**config.mk**
```make
export PLATFORM = sky130hd
export DESIGN_NAME = jam_cost_table_flat
export DESIGN_NICKNAME = d
export VERILOG_FILES = /design/src/rtl/jam_cost_table_if.sv /design/src/rtl/jam_cost_table.sv /design/src/flat_wrapper.sv
export SDC_FILE = /design/constraint.sdc
export NUM_CORES = 1
export LEC_CHECK = 0
export BUFFER_PORTS_ARGS = -buffer_cell sky130_fd_sc_hd__buf_2
export CAP_MARGIN = 30
export CORE_MARGIN = 5
export CORE_UTILIZATION = 41
export CTS_BUF_LIST = sky130_fd_sc_hd__clkbuf_4
export CTS_CLUSTER_SIZE = 16
export DETAILED_ROUTE_END_ITERATION = 7
export GPL_ROUTABILITY_DRIVEN = 0
export GPL_TIMING_DRIVEN = 0
export PLACE_DENSITY = 0.54
export SLEW_MARGIN = 40
export SYNTH_ARGS = -nofsm -noshare
export SYNTH_HDL_FRONTEND = slang
export SYNTH_SLANG_ARGS = --single-unit
```
**constraint.sdc**
```tcl
create_clock -name CLK -period 6.5 [get_ports CLK]
set_input_delay 1.3 -clock CLK [delete_from_list [all_inputs] [get_ports CLK]]
set_output_delay 1.3 -clock CLK [all_outputs]
set_load 0.02 [all_outputs]
```
**src/rtl/jam_cost_table_if.sv**
```systemverilog
// Cost-matrix beat stream into the JAM cost table.
// The master drives beats; the slave answers with in_ready.
interface jam_cost_table_if #(
   parameter int COST_W = 7
);
   logic              in_valid;
   logic              in_ready;
   logic [COST_W-1:0] in_data;
   logic              in_last;

   modport master (output in_valid, output in_data, output in_last, input in_ready);
   modport slave  (input in_valid, input in_data, input in_last, output in_ready);
endinterface

```
**src/rtl/jam_cost_table.sv**
```systemverilog
// Loads the JAM worker/job cost matrix from a beat stream, serves zero-latency lookups,
// holds JAM in reset until a well-framed matrix is present, and publishes the row-minimum bound.
module jam_cost_table #(
   parameter int N_IDX  = 8,
   parameter int IDX_W  = 3,
   parameter int COST_W = 7,
   parameter int SUM_W  = 10
) (
   input  logic               CLK,
   input  logic               RST,
   jam_cost_table_if.slave    cost_stream,
   input  logic               reload,
   input  logic [IDX_W-1:0]   W,
   input  logic [IDX_W-1:0]   J,
   output logic [COST_W-1:0]  Cost,
   output logic               jam_rst,
   output logic               table_valid,
   output logic [SUM_W-1:0]   min_bound,
   output logic               frame_err
);
   localparam int ADDR_W = 2 * IDX_W;
   localparam logic [IDX_W-1:0]  LAST_COL  = IDX_W'(N_IDX - 1);
   localparam logic [ADDR_W-1:0] LAST_ADDR = ADDR_W'(N_IDX * N_IDX - 1);

   typedef enum logic {LOAD, SERVE} state_t;

   state_t             state_reg, state_next;
   logic [ADDR_W-1:0]  addr_reg, addr_next;
   logic [COST_W-1:0]  row_min_reg, row_min_next;
   logic [SUM_W-1:0]   bound_acc_reg, bound_acc_next;
   logic [SUM_W-1:0]   min_bound_reg, min_bound_next;
   logic               frame_err_reg, frame_err_next;
   logic               write_en;
   logic [COST_W-1:0]  cur_min;
   logic [SUM_W-1:0]   row_sum;
   logic [COST_W-1:0]  cost_mem [N_IDX*N_IDX];

   always_ff @(posedge CLK) begin
      if (RST) begin
         state_reg     <= LOAD;
         addr_reg      <= '0;
         row_min_reg   <= '0;
         bound_acc_reg <= '0;
         min_bound_reg <= '0;
         frame_err_reg <= 1'b0;
      end else begin
         state_reg     <= state_next;
         addr_reg      <= addr_next;
         row_min_reg   <= row_min_next;
         bound_acc_reg <= bound_acc_next;
         min_bound_reg <= min_bound_next;
         frame_err_reg <= frame_err_next;
      end
   end

   always_comb begin
      state_next     = state_reg;
      addr_next      = addr_reg;
      row_min_next   = row_min_reg;
      bound_acc_next = bound_acc_reg;
      min_bound_next = min_bound_reg;
      frame_err_next = frame_err_reg;
      write_en       = 1'b0;

      // Running minimum of the current row, including the beat on the bus.
      if (addr_reg[IDX_W-1:0] == '0)
         cur_min = cost_stream.in_data;
      else if (cost_stream.in_data < row_min_reg)
         cur_min = cost_stream.in_data;
      else
         cur_min = row_min_reg;

      // The first row starts the sum fresh so stale accumulator contents never leak in.
      if (addr_reg[ADDR_W-1:IDX_W] == '0)
         row_sum = {{(SUM_W-COST_W){1'b0}}, cur_min};
      else
         row_sum = bound_acc_reg + {{(SUM_W-COST_W){1'b0}}, cur_min};

      case (state_reg)
         LOAD: begin
            if (reload) begin
               addr_next      = '0;
               bound_acc_next = '0;
            end else if (cost_stream.in_valid) begin
               write_en     = 1'b1;
               row_min_next = cur_min;
               if (addr_reg[IDX_W-1:0] == LAST_COL)
                  bound_acc_next = row_sum;
               if (cost_stream.in_last != (addr_reg == LAST_ADDR)) begin
                  frame_err_next = 1'b1;
                  addr_next      = '0;
                  bound_acc_next = '0;
               end else if (addr_reg == LAST_ADDR) begin
                  min_bound_next = row_sum;
                  addr_next      = '0;
                  state_next     = SERVE;
               end else begin
                  addr_next = addr_reg + ADDR_W'(1);
               end
            end
         end
         SERVE: begin
            if (reload) begin
               state_next     = LOAD;
               addr_next      = '0;
               bound_acc_next = '0;
               min_bound_next = '0;
            end
         end
         default: state_next = LOAD;
      endcase
   end

   // Table storage carries no reset; contents are only meaningful in SERVE.
   always_ff @(posedge CLK) begin
      if (write_en)
         cost_mem[addr_reg] <= cost_stream.in_data;
   end

   assign cost_stream.in_ready = (state_reg == LOAD);
   assign table_valid          = (state_reg == SERVE);
   assign jam_rst              = RST | (state_reg != SERVE);
   assign Cost                 = (state_reg == SERVE) ? cost_mem[{W, J}] : '0;
   assign min_bound            = min_bound_reg;
   assign frame_err            = frame_err_reg;
endmodule

```
**src/flat_wrapper.sv**
```systemverilog
// flat-port wrapper written by rule: the top's interface ports become plain ports
module jam_cost_table_flat 
#(
   parameter int N_IDX  = 8,
   parameter int IDX_W  = 3,
   parameter int COST_W = 7,
   parameter int SUM_W  = 10
)
  (CLK, RST, reload, W, J, Cost, jam_rst, table_valid, min_bound, frame_err, cost_stream_in_valid, cost_stream_in_data, cost_stream_in_last, cost_stream_in_ready);
  jam_cost_table_if #(.COST_W(COST_W)) cost_stream_i ();
  input  logic CLK;
  input  logic RST;
  input  logic reload;
  input  logic [IDX_W-1:0] W;
  input  logic [IDX_W-1:0] J;
  output logic [COST_W-1:0] Cost;
  output logic jam_rst;
  output logic table_valid;
  output logic [SUM_W-1:0] min_bound;
  output logic frame_err;
  input wire logic [$bits(cost_stream_i.in_valid)-1:0] cost_stream_in_valid;
  input wire logic [$bits(cost_stream_i.in_data)-1:0] cost_stream_in_data;
  input wire logic [$bits(cost_stream_i.in_last)-1:0] cost_stream_in_last;
  output wire logic [$bits(cost_stream_i.in_ready)-1:0] cost_stream_in_ready;
  assign cost_stream_i.in_valid = cost_stream_in_valid;
  assign cost_stream_i.in_data = cost_stream_in_data;
  assign cost_stream_i.in_last = cost_stream_in_last;
  assign cost_stream_in_ready = cost_stream_i.in_ready;
  jam_cost_table #(.N_IDX(N_IDX), .IDX_W(IDX_W), .COST_W(COST_W), .SUM_W(SUM_W)) u_core (.CLK(CLK), .RST(RST), .cost_stream(cost_stream_i), .reload(reload), .W(W), .J(J), .Cost(Cost), .jam_rst(jam_rst), .table_valid(table_valid), .min_bound(min_bound), .frame_err(frame_err));
endmodule
```
==> results.json, run 1 <==
{
  "mappedNetlistNets": 1109,
  "drt_iter0_markers": 946,
  "finalSetupTns_ns": 0,
  "ir_worst_vdd_mv": 0.189,
  "netlist_area_um2": 19600,
  "end_kind": "output pin",
  "placed_cells": 1721,
  "layout-drive-gt1-share_pct": 33.3,
  "globalRouteTotalUtil_pct": 20.4,
  "relSlewSlack_pct": 42.8,
  "grt_pass1_wl_um": 76000,
  "r2r_end": "u_core.min_bound[6]$_SDFFE_PP0P_",
  "clkSinkCount": 483,
  "cp_data_arrival_time_ns": 4.23,
  "drc": 0,
  "postRouteAntennaNets": 0,
  "cts_root_buf": "clkbuf_4",
  "wl_met2_um": 25000,
  "yosys-mux-area-fraction_pct": 15.0,
  "yosys-top-cells-area": "edfxtp_1, mux4_2, dfxtp_1",
  "p_total_uw": 6540,
  "wl_met3_um": 4260,
  "ys.flop_type": "edfxtp_1",
  "yosys.area_share.simple_pct": 5.05,
  "cts_tree": "yes",
  "power_leakage_uw": 0.00739,
  "avgViaCountPerCell": 5.67,
  "synth_xor_area_share_pct": 0.402,
  "synth-compound-area-share_pct": 4.15,
  "fin_nets": 1275,
  "areaGrowthSynthToFinish_pct": 13.8,
  "first_pass_iters": 5,
  "period_share_pct": 85.0,
  "syn_avg_cell_area_um2": 18.3,
  "r2r_slack_ns": 2.60,
  "holdPathStages": 2,
  "max_freq_ghz": 0.181,
  "slowest_stage": "clkbuf_1",
  "cts.htree.levels": 4,
  "coreArea_um2": 47500,
  "path_class": "primary input to output pin",
  "largest_reg_flops": 448,
  "skew_ns": 0.0387,
  "crit_path_cell_trace": "buf_6 > buf_6 > buf_2 > buf_2 > clkbuf_1 > o221ai_1 > o21ai_0 > nand2_1 > o21ai_0 > buf_2",
  "ys_warn_count": 0,
  "hp-class": "flop to flop",
  "fill_cells": 4121,
  "pin_count": 39,
  "dieArea_um2": 52300,
  "max-clock-path-buffers": 3,
  "initial_utilization_pct": 41.3,
  "hold_viol": 0,
  "wl_met1_um": 22100,
  "portBuffers": 33,
  "slew_violations": 0,
  "clk_pin_slew_worst_paths_ns": 0.05,
  "die_h_um": 229,
  "start_kind": "primary input",
  "cts_setup_buffers": 0,
  "cp.required_ns": 5.20,
  "ys_top_cells_by_count": "edfxtp_1, mux4_2, nor2_1",
  "powerDensity_nw_per_um2": 293,
  "timing.hold.ws_ns": 0.461,
  "yosysSeqAreaShare_pct": 72.1,
  "drv_cap": 0,
  "synth_edf_count": 448,
  "tightestPinTransition_ns": 0.855,
  "antenna_found_initial": 3,
  "min_period_ns": 5.53,
  "grt_pass1_vias": 11319,
  "grt_max_degree": 67,
  "synth_top_area_share_pct": 68.6,
  "grt_overflow": 0,
  "rsz0062_at_grt": "no",
  "reg2reg_depth": 15,
  "stdcell_count": 1949,
  "cts_buffers": 131,
  "synth_top_family_by_area": "multiplexers",
  "synth_fa_ha_area_share_pct": 1.19,
  "synth-async-reset-ratio_pct": 0,
  "rows": 80,
  "cpMostUsedCell": "buf_2",
  "dp_hpwl_um": 33700,
  "yosysTopAreaCell": "edfxtp_1",
  "syn_inst": 1073,
  "status": "completed",
  "max_stage_delay_ns": 0.56,
  "dieWidth_um": 229,
  "ctsResizeCount": 0,
  "insertion_delay_ns": 0.96,
  "min-delay-start": "u_core.min_bound[7]$_SDFFE_PP0P_",
  "vias": 11054,
  "whs_endpoint": "u_core.min_bound[7]$_SDFFE_PP0P_",
  "startpoint": "J[2]",
  "synth_cell_types": 55,
  "yosys_register_bits": 483,
  "drt-total-wl_um": 53200,
  "critPathMaxFanout": 10,
  "dr.max_layer_used": "met5",
  "yosysMostFrequentCell": "edfxtp_1",
  "wl_per_cell_um": 27.3,
  "regToRegStartpoint": "u_core.addr_reg[0]$_SDFFE_PP0P_",
  "cts_hold_buffers": 0,
  "setup_viol": 0
}
-- routing by layer --
| metal | vias up | global-route usage [%] |
|---|---|---|
| li1 | 4757 | - |
| met1 | 5690 | 26.9 |
| met2 | 505 | 31.5 |
| met3 | 100 | 6.43 |
| met4 | 2 | 8.51 |
| met5 | - | 0 |
-- power breakdown --
group	internal (uW)	switching [uW]	total [uW]
clock	1570	1240	2810
combinational	114	214	328
sequential	3400	2.84	3400
total	5080	1460	6540
-- critical path: cells and delay by family --
family,cells,cell delay [ns]
buffers and inverters,6,2.02
AND/OR/NAND/NOR,1,0.18
AO/OA/AOI/OAI,3,0.70
-- cell usage in the layout, fill, tap and decap left out, drive strengths merged, types with 2 or more instances in the layout --
master	count
a2111oi	5
a211oi	14
a21o	6
a21oi	31
a221oi	2
a222oi	2
a22oi	6
a311oi	2
a31oi	2
and2	2
buf	73
bufinv	4
clkbuf	221
clkinv	10
dfxtp	35
diode	4
edfxtp	448
ha	17
inv	22
mux2	16
mux2i	27
mux4	111
nand2	27
nand2b	7
nand3	10
nand3b	10
nand4	5
nor2	107
nor2b	12
nor3	20
o21ai	23
o221ai	2
o22ai	16
o31ai	8
or2	4
or3	2
or3b	2
xnor2	4
xor2	5
-- worst max-delay path by stage --
stage	end	slack [ns]
finish	Cost[4]	0.97
floorplan	u_core.min_bound[6]$_SDFFE_PP0P_	2.14
CTS	Cost[4]	0.98
detailed placement	Cost[4]	0.98
global placement	u_core.min_bound[6]$_SDFFE_PP0P_	0.71
global route	Cost[4]	0.89
-- final cells by class --
| cell class | instances | area (um2) | share of cell area [%] |
|---|---|---|---|
| diodes | 4 | 10.0 | 0.0448 |
| plain buffers | 58 | 343 | 1.54 |
| clock buffers | 203 | 1520 | 6.82 |
| multi-input cells | 517 | 5110 | 22.9 |
| inverters | 15 | 56.3 | 0.252 |
| flip-flops and latches | 483 | 14200 | 63.4 |
| well taps | 615 | 769 | 3.45 |
| repair buffers | 33 | 183 | 0.818 |
| clock inverters | 21 | 185 | 0.829 |
-- through the flow --
stage / area, um2 / util [%] / setup WS (ns)
final: 22300 / 47.0 / 0.973
after global routing: 22300 / 47.0 / 0.885
after CTS: 22300 / 46.9 / 0.979
after detailed placement: 20600 / 43.3 / 0.979
after global placement: 20600 / 43.2 / 0.710
after floorplan: 19600 / - / 2.14
-- cell families after synthesis --
family	after synthesis
fa+ha+maj	18
mux	154
buf+inv	73
simple gates	212
compound gates	124
flops	483
xor+xnor	9
Power figures use the tool's default switching activity.
==> run 2, diff against run 1 <==
- MAX_ROUTING_LAYER: default -> met4
==> results.json, run 2 (synthesized netlist as in run 1, its figures left out) <==
{
  "slew_violations": 0,
  "avgViaCountPerCell": 5.68,
  "start_kind": "primary input",
  "pin_count": 39,
  "startpoint": "J[2]",
  "coreArea_um2": 47500,
  "first_pass_iters": 5,
  "clk_pin_slew_worst_paths_ns": 0.05,
  "regToRegStartpoint": "u_core.addr_reg[0]$_SDFFE_PP0P_",
  "postRouteAntennaNets": 0,
  "end_kind": "output pin",
  "reg2reg_depth": 15,
  "cts_buffers": 131,
  "cts_tree": "yes",
  "r2r_slack_ns": 2.58,
  "final_cell_mix": "edfxtp_1, clkbuf_4, mux4_2, nor2_1, buf_2",
  "min_period_ns": 5.61,
  "stdcell_count": 1948,
  "cts.htree.levels": 4,
  "insertion_delay_ns": 0.95,
  "portBuffers": 33,
  "max_freq_ghz": 0.178,
  "grt_max_degree": 67,
  "dieWidth_um": 229,
  "finalSetupTns_ns": 0,
  "drt_iter0_markers": 1016,
  "powerDensity_nw_per_um2": 293,
  "max-clock-path-buffers": 3,
  "ir_worst_vdd_mv": 0.189,
  "dieArea_um2": 52300,
  "vias": 11071,
  "dp_hpwl_um": 33700,
  "ctsResizeCount": 0,
  "cp.required_ns": 5.20,
  "p_sw_share_pct": 22.3,
  "hold_viol": 0,
  "crit_end": "Cost[4]",
  "setup_viol": 0,
  "grt_pass1_vias": 11330,
  "final_common_cell": "edfxtp_1",
  "initial_utilization_pct": 41.3,
  "antenna_found_initial": 3,
  "period_share_pct": 86.4,
  "rsz0062_at_grt": "no",
  "tightestPinTransition_ns": 0.861,
  "postLayoutCellArea_um2": 22300,
  "areaGrowthSynthToFinish_pct": 13.8,
  "hp-class": "flop to flop",
  "clkSinkCount": 483,
  "drc": 0,
  "grt_pass1_wl_um": 76000,
  "drt-total-wl_um": 53400,
  "place_area_um2": 20600,
  "placed_cells": 1721,
  "p_clk_share_pct": 42.9,
  "wl_per_cell_um": 27.4,
  "skew_ns": 0.0392,
  "rows": 80,
  "cts_root_buf": "clkbuf_4",
  "status": "completed",
  "grt_overflow": 0,
  "seqPwrFrac_pct": 52.0,
  "cp_data_arrival_time_ns": 4.31,
  "power_leakage_uw": 0.00739,
  "combinationalPowerShare_pct": 5.1,
  "path_class": "primary input to output pin",
  "die_h_um": 229,
  "internal_power_uw": 5080,
  "final_util_pct": 47.0,
  "largest_reg_flops": 448,
  "net-switching-power_uw": 1460,
  "globalRouteTotalUtil_pct": 21.0,
  "fin_nets": 1275,
  "critPathMaxFanout": 10,
  "drv_cap": 0,
  "layout-drive-gt1-share_pct": 33.3,
  "cts_setup_buffers": 0,
  "cts_hold_buffers": 0,
  "relSlewSlack_pct": 42.4,
  "r2r_end": "u_core.min_bound[6]$_SDFFE_PP0P_"
}
## run 2: cell count changes in the layout (fill, tap and decap cells not counted)
cell,delta
diode_2,-1
## run 2: worst min-delay path by stage
| stage | from | endpoint | cells past startpoint |
|---|---|---|---|
| 2_1_floorplan | u_core.bound_acc_reg[3]$_SDFFE_PP0P_ | u_core.bound_acc_reg[3]$_SDFFE_PP0P_ | 2 |
| 5_1_grt | u_core.min_bound[7]$_SDFFE_PP0P_ | u_core.min_bound[7]$_SDFFE_PP0P_ | 2 |
| 3_3_place_gp | u_core.min_bound[7]$_SDFFE_PP0P_ | u_core.min_bound[7]$_SDFFE_PP0P_ | 2 |
| 4_1_cts | u_core.min_bound[7]$_SDFFE_PP0P_ | u_core.min_bound[7]$_SDFFE_PP0P_ | 2 |
| 6_report | u_core.min_bound[7]$_SDFFE_PP0P_ | u_core.min_bound[7]$_SDFFE_PP0P_ | 2 |
| 3_5_place_dp | u_core.min_bound[7]$_SDFFE_PP0P_ | u_core.min_bound[7]$_SDFFE_PP0P_ | 2 |
## run 2: power by group through the flow
stage | clock network, uW | logic, uW | registers (uW)
after CTS | 2870 | 333 | 3400
after global routing | 3040 | 350 | 3400
after global placement | 0 | 327 | 3470
final | 2800 | 330 | 3400
after detailed placement | 0 | 333 | 3470
after floorplan | 0 | 182 | 3470
## run 2: layout make-up
class                      instances  area [um2]
antenna                            3        7.51
buffer                            58         343
clock buffer                     203        1520
clock inverter                    21         185
fill                            4122       25200
inverter                          15        56.3
multi-input combinational        517        5110
sequential                       483       14200
tap                              615         769
timing repair buffer              33         183
## run 2: metal layers
layer  vias to the layer above  global-route usage [%]  share of wire [%]
met5                         -                       -                  0
met4                         0                    8.62                3.1
met3                       100                    6.35                7.4
met2                       476                    31.6                 47
met1                      5731                    26.9                 42
li1                       4764                       -                  -
## run 2: worst max-delay path, cell delays in order
cell and delay [ns]:
buf_6 0.15, buf_6 0.23, buf_2 0.37, buf_2 0.45, clkbuf_1 0.59, o221ai_1 0.24, o21ai_0 0.26, nand2_1 0.18
o21ai_0 0.25, buf_2 0.27
## run 2: through the flow
stage          hold slack, ns  total power [uW]  worst slack [ns]
2_1_floorplan           0.458              3650              2.14
3_3_place_gp            0.450              3800             0.710
3_5_place_dp            0.446              3800             0.979
4_1_cts                 0.460              6600             0.979
5_1_grt                 0.500              6790             0.906
6_report                0.455              6540             0.885
